--- src/rtl/regfile_arbiter.sv ---
// regfile_arbiter: round-robin arbiter sequencing NUM_REQ requesters onto a single-port register file.
// Define REGFILE_ARB_FIXED_PRIO_EN for fixed lowest-index priority instead of round-robin.
module regfile_arbiter #(
    parameter int NUM_REQ = 2,
    parameter int REG_WIDTH = 32,
    parameter int ADDR_WIDTH = 32,
    parameter logic [ADDR_WIDTH-1:0] MAX_ADDR = 'h18
) (
    input  logic                          clk,
    input  logic                          rst_n,
    input  logic [NUM_REQ-1:0]            req,
    input  logic [NUM_REQ-1:0]            req_we,
    input  logic [NUM_REQ*ADDR_WIDTH-1:0] req_addr,
    input  logic [NUM_REQ*REG_WIDTH-1:0]  req_wdata,
    output logic [NUM_REQ-1:0]            gnt,
    output logic [NUM_REQ-1:0]            rsp_valid,
    output logic [REG_WIDTH-1:0]          rsp_rdata,
    output logic                          rsp_err,
    output logic                          rf_regwrite,
    output logic [ADDR_WIDTH-1:0]         rf_addr,
    output logic [REG_WIDTH-1:0]          rf_write_data,
    input  logic [REG_WIDTH-1:0]          rf_read_data
);
    localparam int IW = $clog2(NUM_REQ);
    typedef enum logic [1:0] {IDLE, ISSUE, CAPT, RESP} state_t;
    state_t                state;
    logic [IW-1:0]         ptr, win, idx;
    logic                  we, legal, cand_legal;
    logic [ADDR_WIDTH-1:0] cand_addr;
    int                    j;
    // Search downward so the requester nearest at/after the pointer is the last, winning, assignment.
    always_comb begin
        win = '0;
        j = 0;
        for (int i = NUM_REQ - 1; i >= 0; i--) begin
            j = int'(ptr) + i;
            j = (j >= NUM_REQ) ? j - NUM_REQ : j;
            win = req[IW'(j)] ? IW'(j) : win;
        end
        cand_addr = req_addr[win*ADDR_WIDTH +: ADDR_WIDTH];
        cand_legal = (cand_addr <= MAX_ADDR) && (cand_addr[1:0] == 2'b00);
    end
    always_ff @(posedge clk or negedge rst_n) begin
        if (!rst_n) begin
            state <= IDLE;
            gnt <= '0;
            rsp_valid <= '0;
            rsp_err <= 1'b0;
            rsp_rdata <= '0;
            rf_regwrite <= 1'b0;
            rf_addr <= '0;
            rf_write_data <= '0;
            ptr <= '0;
            idx <= '0;
            we <= 1'b0;
            legal <= 1'b0;
        end else begin
            case (state)
                IDLE: if (|req) begin
                    idx <= win;
                    we <= req_we[win];
                    legal <= cand_legal;
                    gnt <= NUM_REQ'(1) << win;
                    rf_addr <= cand_addr;
                    rf_write_data <= req_wdata[win*REG_WIDTH +: REG_WIDTH];
                    rf_regwrite <= req_we[win] && cand_legal;
                    state <= ISSUE;
                end
                ISSUE: begin
                    gnt <= '0;
                    rf_regwrite <= 1'b0;
`ifdef REGFILE_ARB_FIXED_PRIO_EN
                    ptr <= '0;
`else
                    ptr <= (idx == IW'(NUM_REQ - 1)) ? '0 : idx + IW'(1);
`endif
                    if (!we && legal) begin
                        state <= CAPT;
                    end else begin
                        state <= RESP;
                        rsp_valid <= NUM_REQ'(1) << idx;
                        rsp_err <= !legal;
                        rsp_rdata <= legal ? rsp_rdata : '0;
                    end
                end
                CAPT: begin
                    rsp_rdata <= rf_read_data;
                    rsp_valid <= NUM_REQ'(1) << idx;
                    state <= RESP;
                end
                default: begin
                    rsp_valid <= '0;
                    rsp_err <= 1'b0;
                    state <= IDLE;
                end
            endcase
        end
    end
endmodule

--- config.mk ---
export PLATFORM = sky130hd
export DESIGN_NAME = regfile_arbiter
export DESIGN_NICKNAME = d
export VERILOG_FILES = /design/src/rtl/regfile_arbiter.sv
export SDC_FILE = /design/constraint.sdc
export NUM_CORES = 1
export LEC_CHECK = 0
export ABC_AREA = 1
export CAP_MARGIN = 20
export CORE_MARGIN = 2
export CORE_UTILIZATION = 41
export CTS_BUF_LIST = sky130_fd_sc_hd__clkbuf_8
export DETAILED_ROUTE_END_ITERATION = 10
export PLACE_DENSITY = 0.87
export SETUP_SLACK_MARGIN = 0.1
export SYNTH_ARGS = -nofsm -noshare
export SYNTH_HDL_FRONTEND = slang
export SYNTH_SLANG_ARGS = --single-unit
export TNS_END_PERCENT = 100
--- constraint.sdc ---
create_clock -name clk -period 2.2 [get_ports clk]
set_input_delay 0.22 -clock clk [delete_from_list [all_inputs] [get_ports clk]]
set_output_delay 0.22 -clock clk [all_outputs]
set_load 0.1 [all_outputs]
## Word-level counts from Yosys, hierarchy flattened

Index checks and enable logic that the tools add are counted.

- Flip-flop bits (word level): 108
- Word-level logic and storage cells: 74
- Bits of input ports: 166
- Output and inout port bits: 102

- Shift operators: 4
- Mux-type cells: 25
- $add $sub $neg: 4
- Reduce and logical (&&, ||, !) cells: 16
- Magnitude comparators: 6
- Bitwise logic cells: 2
- Equality and inequality tests: 5

Operators by type and width:

| operator | number |
|---|---|
| 64-bit by 7-bit variable part select with 32-bit output | 2 |
| 32-bit 2-to-1 mux | 2 |
| 32-bit case mux with 2 select lines | 1 |
| 32-bit by 5-bit less-or-equal comparator with 1-bit output, second input constant | 1 |
| 1-bit 2-to-1 mux | 14 |
| 2-bit case mux with 3 select lines | 2 |
| 2-bit AND reduction | 4 |
| 1-bit by 3-bit less-than comparator with 1-bit output, second input constant | 2 |
| 2-bit 2-to-1 mux | 3 |
| 2-bit inequality test, second input constant | 3 |
| 2-bit logical NOT | 2 |
| 1-bit case mux with 2 select lines | 2 |
| 2-bit case mux with 2 select lines | 1 |
| 2-bit nonzero test | 2 |
| 2-bit OR reduction | 2 |
| 1-bit by 1-bit << shifter with 2-bit output, first input constant | 2 |
| 1-bit logical AND | 3 |
| 3-bit AND reduction | 1 |
| 1-bit by 1-bit adder with 2-bit output, second input constant | 1 |
| 2-bit by 1-bit equality test with 1-bit output, second input constant | 1 |
| 2-bit equality test, second input constant | 1 |
| 1-bit by 2-bit >= comparator with 1-bit output, second input constant | 1 |
| 2-bit >= comparator, second input constant | 1 |
| 1-bit logical NOT | 2 |
| other kinds (4) | 6 |

## Longest topological paths before layout

Gate-level depths: netlist (run 1).

- Depth in word-level cells: 14
- Depth in mapped cells: 11
- Depth with buffers taken out: 9

## Worst setup path before layout (run 1)

OpenSTA, ideal clock, no wires.

- Path type: flip-flop to flip-flop
- Start point: reg state[1]
- End point: reg rsp_rdata[10]
- Arrival: 1.448 ns
- Clock period less this slack: 1.575 ns
- Buffers on the path: 1
- Stages on the path, launching flop included: 8
- Setup time: 0.127 ns
- Required time: 2.073 ns
- Path slack: 0.625 ns
- Cells stage by stage: dfrtp_1 -> inv_1 -> ha_1 -> inv_2 -> or2_4 -> o21ai_4 -> clkbuf_2 -> o21ai_0

- Longest elaborated chain between the ends: 3
- Elaborated cells between the ends (all ways): 7

Ends and longest elaborated chain:

| item | RTL line | source |
|---|---|---|
| start: declaration | 26 | `state_t state;` |
| start signal: assignment | 45 | `state <= IDLE;` |
| start signal: assignment | 67 | `state <= ISSUE;` |
| start signal: assignment | 78 | `state <= CAPT;` |
| 2-bit by 1-bit equality test with 1-bit output or 2-bit equality test (tied branches) | 58 | `case (state)` |
| 2-bit inequality test (no line) or 2-bit nonzero test (tied branches) | - |  |
| 3-bit AND reduction (no line) | - |  |
| end signal: assignment | 83 | `rsp_rdata <= legal ? rsp_rdata : '0;` |
| end signal: assignment | 87 | `rsp_rdata <= rf_read_data;` |
| end: declaration | 17 | `output logic [REG_WIDTH-1:0] rsp_rdata,` |

Parallel ways exist; a longest one is shown, timed or not.
A chain may end at the register's enable or synchronous reset.

## Worst setup path in the final report (run 1)

- Start point: reg state[1]
- End point: reg rsp_rdata[8]

The elaborated chain is that of the path after synthesis.

==> results.sh, run 1 <==
export IMPL_cpPeakStageDelay_ps=420
export IMPL_finalSetupViolCount=0
export IMPL_fin_skew_ps=12.8
export IMPL_ant_nets=0
export IMPL_placed_area_mm2=0.00767
export IMPL_start_util_pct=42.3
export IMPL_synth_flop_cell="dfrtp_1"
export IMPL_whs_ps=374
export IMPL_wire_per_inst_um=14.8
export IMPL_met1_usage_pct=29.4
export IMPL_post_cts_buffers=0
export IMPL_reg2reg_from="state[1]"
export IMPL_syn_inst=625
export IMPL_placement_io_buffers=267
export IMPL_worstPathMaxFanout=30
export IMPL_hold_viol=0
export IMPL_yosysMostFrequentCell="nand2_1"
export IMPL_grt_pass1_wl_um=23800
export IMPL_root_buffer="clkbuf_8"
export IMPL_grt_busiest_layer="met2"
export IMPL_io_pins=268
export IMPL_grt_ovfl_total=0
export IMPL_slew_headroom_pct=63.8
export IMPL_required_ps=2480
export IMPL_synth_yosys_seq_area_share_pct=53.0
export IMPL_coreArea_mm2=0.0121
export IMPL_reg2reg_slack_ps=360
export IMPL_finalWirelength_um=15500
export IMPL_final_cell_area_mm2=0.00790
export IMPL_max_clock_freq_ghz=0.543
export IMPL_cp_end_kind="flip-flop"
export IMPL_max_cap_violations=0
export IMPL_antenna_found_initial=0
export IMPL_setup_tns_ps=0
export IMPL_crit_cells=8
export IMPL_use_met2_pct=38.0
export IMPL_n_fill_cell=1011
export IMPL_synth_seq_cells=108
export IMPL_crit_buf_inv=3
export IMPL_yosys_area_top_type_share_pct=53.0
export IMPL_use_met3_pct=5.07
export IMPL_cts_tree="done"
export IMPL_drive_gt1_share_pct=15.9
export IMPL_cts_inserted_buffers=9
export IMPL_cpMaxStageDelayCell="dfrtp_1"
export IMPL_tightestPinTransition_ps=543
export IMPL_ys_top_cells_by_count="nand2_1 (140), dfrtp_1 (108), nor2_1 (70)"
export IMPL_clkSinkCount=108
export IMPL_worstPathArrival_ps=2120
export IMPL_die_area_mm2=0.0133
export IMPL_clk_pin_slew_ps=100
export IMPL_die_x_um=116
export IMPL_regToRegEndpoint="rsp_rdata[8]"
export IMPL_endpoint="rsp_rdata[8]"
export IMPL_syn_nets=795
export IMPL_finalNetCount=1048
export IMPL_slew_viol_final=0
export IMPL_reg2reg_depth=8
export IMPL_crit_family="buffers and inverters"
export IMPL_placementRows=40
export IMPL_drt_iter0_markers=323
export IMPL_clk_path_buf_depth=2
export IMPL_drc=0
export IMPL_first_pass_iters=4
export IMPL_synth_cell_types=26
export IMPL_netlist_area_mm2=0.00510
export IMPL_fin_crit_sh_pct=83.7
export IMPL_vias=5129
export IMPL_syn_area_per_cell_um2=8.16
export IMPL_rsz0062_at_grt="no"
export IMPL_grt_pass1_vias=4895
export IMPL_ctsHtreeMaxLevel=3
export IMPL_clock_latency_ps=370
export IMPL_hp_class="in -> async"
export IMPL_die_h_um=116
export IMPL_min_period_ps=1840
export IMPL_diodes=0
export IMPL_synth_warnings=0
export IMPL_crit_type="reg -> reg"
export IMPL_gp_congestion=0.793
export IMPL_grt_use_total_pct=22.8
export IMPL_synth_top_cell_by_area="dfrtp_1"
export IMPL_worstSetupStartpointType="flip-flop"
export IMPL_synth_area_leaders="dfrtp_1 (53%), nand2_1 (10%), a21oi_1 (6.5%)"
export IMPL_synth_async_reset_ratio_pct=100
export IMPL_synth_edf_count=0
export IMPL_status="complete, no violations"
export IMPL_cp_cell_sequence="inv_1, ha_2, inv_2, or2_4, o21ai_4, buf_12, nand3_1, o21ai_0"
export IMPL_viasPerCell=4.88
export IMPL_dp_hpwl_um=11600
export IMPL_grt_max_degree=56
export IMPL_areaGrowthSynthToFinish_pct=54.9
export IMPL_seq_area_mm2=0.00270
export IMPL_multiInputGateArea_mm2=0.00194
export IMPL_startpoint="state[1]"
==> cells in the final DEF, fill, tap and decap left out, types with 2 or more instances in the layout <==
cell type	instances
clkdlybuf4s50_1	164
nand2_1	140
buf_4	111
dfrtp_1	108
nor2_1	70
a21oi_1	66
inv_1	57
nand3_1	49
o21ai_0	49
a31oi_1	24
clkbuf_8	10
buf_12	6
o21ai_1	5
ha_1	3
inv_2	2
o21ai_4	2
o31ai_1	2
nand4_1	2
bufinv_16	2
==> flip-flops by register name (all words and copies together), names as in the netlist, 2 cells and up <==
name and flops:
rsp_valid 2, gnt 2, rsp_rdata 32, rf_write_data 32
rf_addr 32, state 2
==> metrics by stage <==
step | setup slack (ps) | std cells | utilization, %
floorplan | 625 | 625 | -
global placement | 225 | 1034 | 63.6
detailed placement | 164 | 1034 | 63.6
CTS | 256 | 1050 | 65.5
global route | 184 | 1050 | 65.5
finish | 358 | 1050 | 65.5
==> cell type report <==
cell class	instances	share of cell area (%)
Clock inverter	5	0.982
Timing Repair Buffer	282	33.0
Inverter	59	2.83
Tap cell	168	2.66
Sequential cell	108	34.2
Multi-Input combinational cell	418	24.6
Clock buffer	10	1.74
==> worst min-delay path by stage <==
stage / cells after the start / end / startpoint
after global routing: 3 / rf_write_data[6] / req_wdata[38]
after global placement: 1 / rsp_rdata[4] / rst_n
after CTS: 2 / rsp_rdata[4] / rst_n
after floorplan: 0 / gnt[0] / rst_n
final: 2 / rsp_rdata[4] / rst_n
after detailed placement: 1 / rsp_rdata[4] / rst_n
==> layer usage <==
| metal | wire length [µm] | vias up |
|---|---|---|
| met2 | 7450 | 232 |
| met4 | 242 | 0 |
| met1 | 6580 | 2343 |
| met3 | 1230 | 21 |
| met5 | 0 | - |
| li1 | - | 2533 |
==> logic make-up after synthesis <==
group	count (synthesis)	synth area share, %
fa+ha+maj	4	0.982
buf+inv	99	9.08
flops	108	53.0
simple gates	265	21.3
compound gates	149	15.6
==> timing repair <==
item	in CTS	in global routing
hold endpoints to repair	37	0
gates resized for setup	0	1
hold buffers	1	0
setup endpoints to repair	0	6
Power of run 1 is left out: the tool's default activity adds up to more than one toggle a clock period on the data nets, which glitch-free logic cannot reach.
==> inputs of run 2 (changes only) <==
==> constraint.sdc (replaced) <==
create_clock -name clk -period 1.9 [get_ports clk]
set_input_delay 0.19 -clock clk [delete_from_list [all_inputs] [get_ports clk]]
set_output_delay 0.19 -clock clk [all_outputs]
set_load 0.1 [all_outputs]
==> results.sh, run 2 (same netlist as run 1, synthesis figures left out) <==
export IMPL_antenna_found_initial=0
export IMPL_ctsHtreeMaxLevel=3
export IMPL_placementRows=40
export IMPL_reg2reg_from="state[1]"
export IMPL_max_clock_freq_ghz=0.593
export IMPL_rsz0062_at_grt="no"
export IMPL_viasPerCell=4.95
export IMPL_startpoint="state[1]"
export IMPL_cp_cell_sequence="inv_1, ha_1, inv_2, or2_4, o21ai_4, buf_12, nand3_1, o21ai_0"
export IMPL_drive_gt1_share_pct=16.4
export IMPL_reg_top3="rf_addr: 32 flops, rf_write_data: 32 flops, rsp_rdata: 32 flops"
export IMPL_grt_use_total_pct=23.2
export IMPL_grt_max_degree=50
export IMPL_fin_skew_ps=8.70
export IMPL_dp_hpwl_um=12000
export IMPL_gp_congestion=0.813
export IMPL_clkSinkCount=108
export IMPL_finalNetCount=1057
export IMPL_min_period_ps=1690
export IMPL_coreArea_mm2=0.0121
export IMPL_cts_tree="done"
export IMPL_slew_headroom_pct=71.5
export IMPL_diodes=0
export IMPL_fin_crit_sh_pct=88.7
export IMPL_drt_iter0_markers=356
export IMPL_first_pass_iters=5
export IMPL_cpMaxStageDelayCell="dfrtp_1"
export IMPL_clk_pin_slew_ps=100
export IMPL_hold_viol=0
export IMPL_worstPathMaxFanout=23
export IMPL_grt_pass1_vias=5016
export IMPL_clock_latency_ps=370
export IMPL_setup_tns_ps=0
export IMPL_root_buffer="clkbuf_8"
export IMPL_layout_common_cells="clkdlybuf4s50_1 (164), nand2_1 (140), buf_4 (118)"
export IMPL_drc=0
export IMPL_wire_per_inst_um=14.8
export IMPL_hp_class="in -> async"
export IMPL_dp_slack_ps=17.8
export IMPL_cpPeakStageDelay_ps=410
export IMPL_max_cap_violations=0
export IMPL_cts_inserted_buffers=9
export IMPL_tightestPinTransition_ps=422
export IMPL_layout_commonest_cell="clkdlybuf4s50_1"
export IMPL_ant_nets=0
export IMPL_crit_type="reg -> reg"
export IMPL_clk_path_buf_depth=2
export IMPL_worstPathArrival_ps=1960
export IMPL_slew_viol_final=0
export IMPL_vias=5243
export IMPL_die_h_um=116
export IMPL_die_area_mm2=0.0133
export IMPL_grt_pass1_wl_um=24200
export IMPL_fin_ws_ps=215
export IMPL_grt_ovfl_total=0
export IMPL_placement_io_buffers=267
export IMPL_cp_end_kind="flip-flop"
export IMPL_status="complete, no violations"
export IMPL_io_pins=268
export IMPL_areaGrowthSynthToFinish_pct=55.4
export IMPL_required_ps=2180
export IMPL_finalSetupViolCount=0
export IMPL_die_x_um=116
export IMPL_finalWirelength_um=15600
export IMPL_worstSetupStartpointType="flip-flop"
export IMPL_start_util_pct=42.3
## run 2: cell count changes in the layout (fill, tap and decap cells not counted), moves of 2 or more
cell | before | now
bufinv_16 | 2 | 0
buf_4 | 111 | 118
inv_1 | 57 | 59
clkinv_2 | 1 | 3
buf_12 | 6 | 8
## run 2: critical path, delay by kind of cell (launching register included)
| kind | cells | cell delay, ps |
|---|---|---|
| AO/OA/AOI/OAI | 2 | 250 |
| flip-flops | 1 | 410 |
| buffers and inverters | 3 | 360 |
| AND/OR/NAND/NOR | 2 | 310 |
| adder cells (fa/ha/maj) | 1 | 250 |
## run 2: cell type report
class                   count  area, µm²
well taps                 168        210
inverters                  59        224
clock buffers               9        124
clock inverters             6       26.3
multi-input cells         418       1940
fillers                   955       4140
flip-flops and latches    108       2700
repair buffers            291       2700
## run 2: repair_timing
| item | 4_1_cts | 5_1_grt |
|---|---|---|
| setup buffers | 1 | 0 |
| hold buffers | 1 | 0 |
| endpoints found under the hold margin | 20 | 0 |
| resized for setup | 0 | 0 |
| endpoints found under the setup margin | 1 | 0 |
## run 2: final timing paths
kind,endpoint,slack [ps],cells after the start
worst max-delay path,rsp_rdata[10],210,8
worst min-delay path,rsp_err,250,2
worst max register to register,rsp_rdata[10],210,8
worst min register to register,we,490,2
max in group asynchronous,rf_write_data[23],1080,3
min in group clk,rf_write_data[29],370,3
## run 2: routing by layer
metal	GRT usage (%)	routed length, µm	vias to the layer above	share of wire, %
met5	0	0	-	0
met4	11.2	468	0	3.0
met3	5.65	1400	33	9.0
met2	37.7	7460	228	48
met1	29.1	6310	2430	40
li1	-	-	2552	-
## run 2: stage by stage
stage	area (µm²)	std cells	util (%)	hold slack (ps)
after floorplan	5100	625	-	-106
after global placement	7740	1042	64.2	105
after detailed placement	7740	1042	64.2	106
after CTS	7930	1059	65.7	240
after global routing	7930	1059	65.7	262
final	7930	1059	65.7	252
Power of run 2 is left out for the same reason.
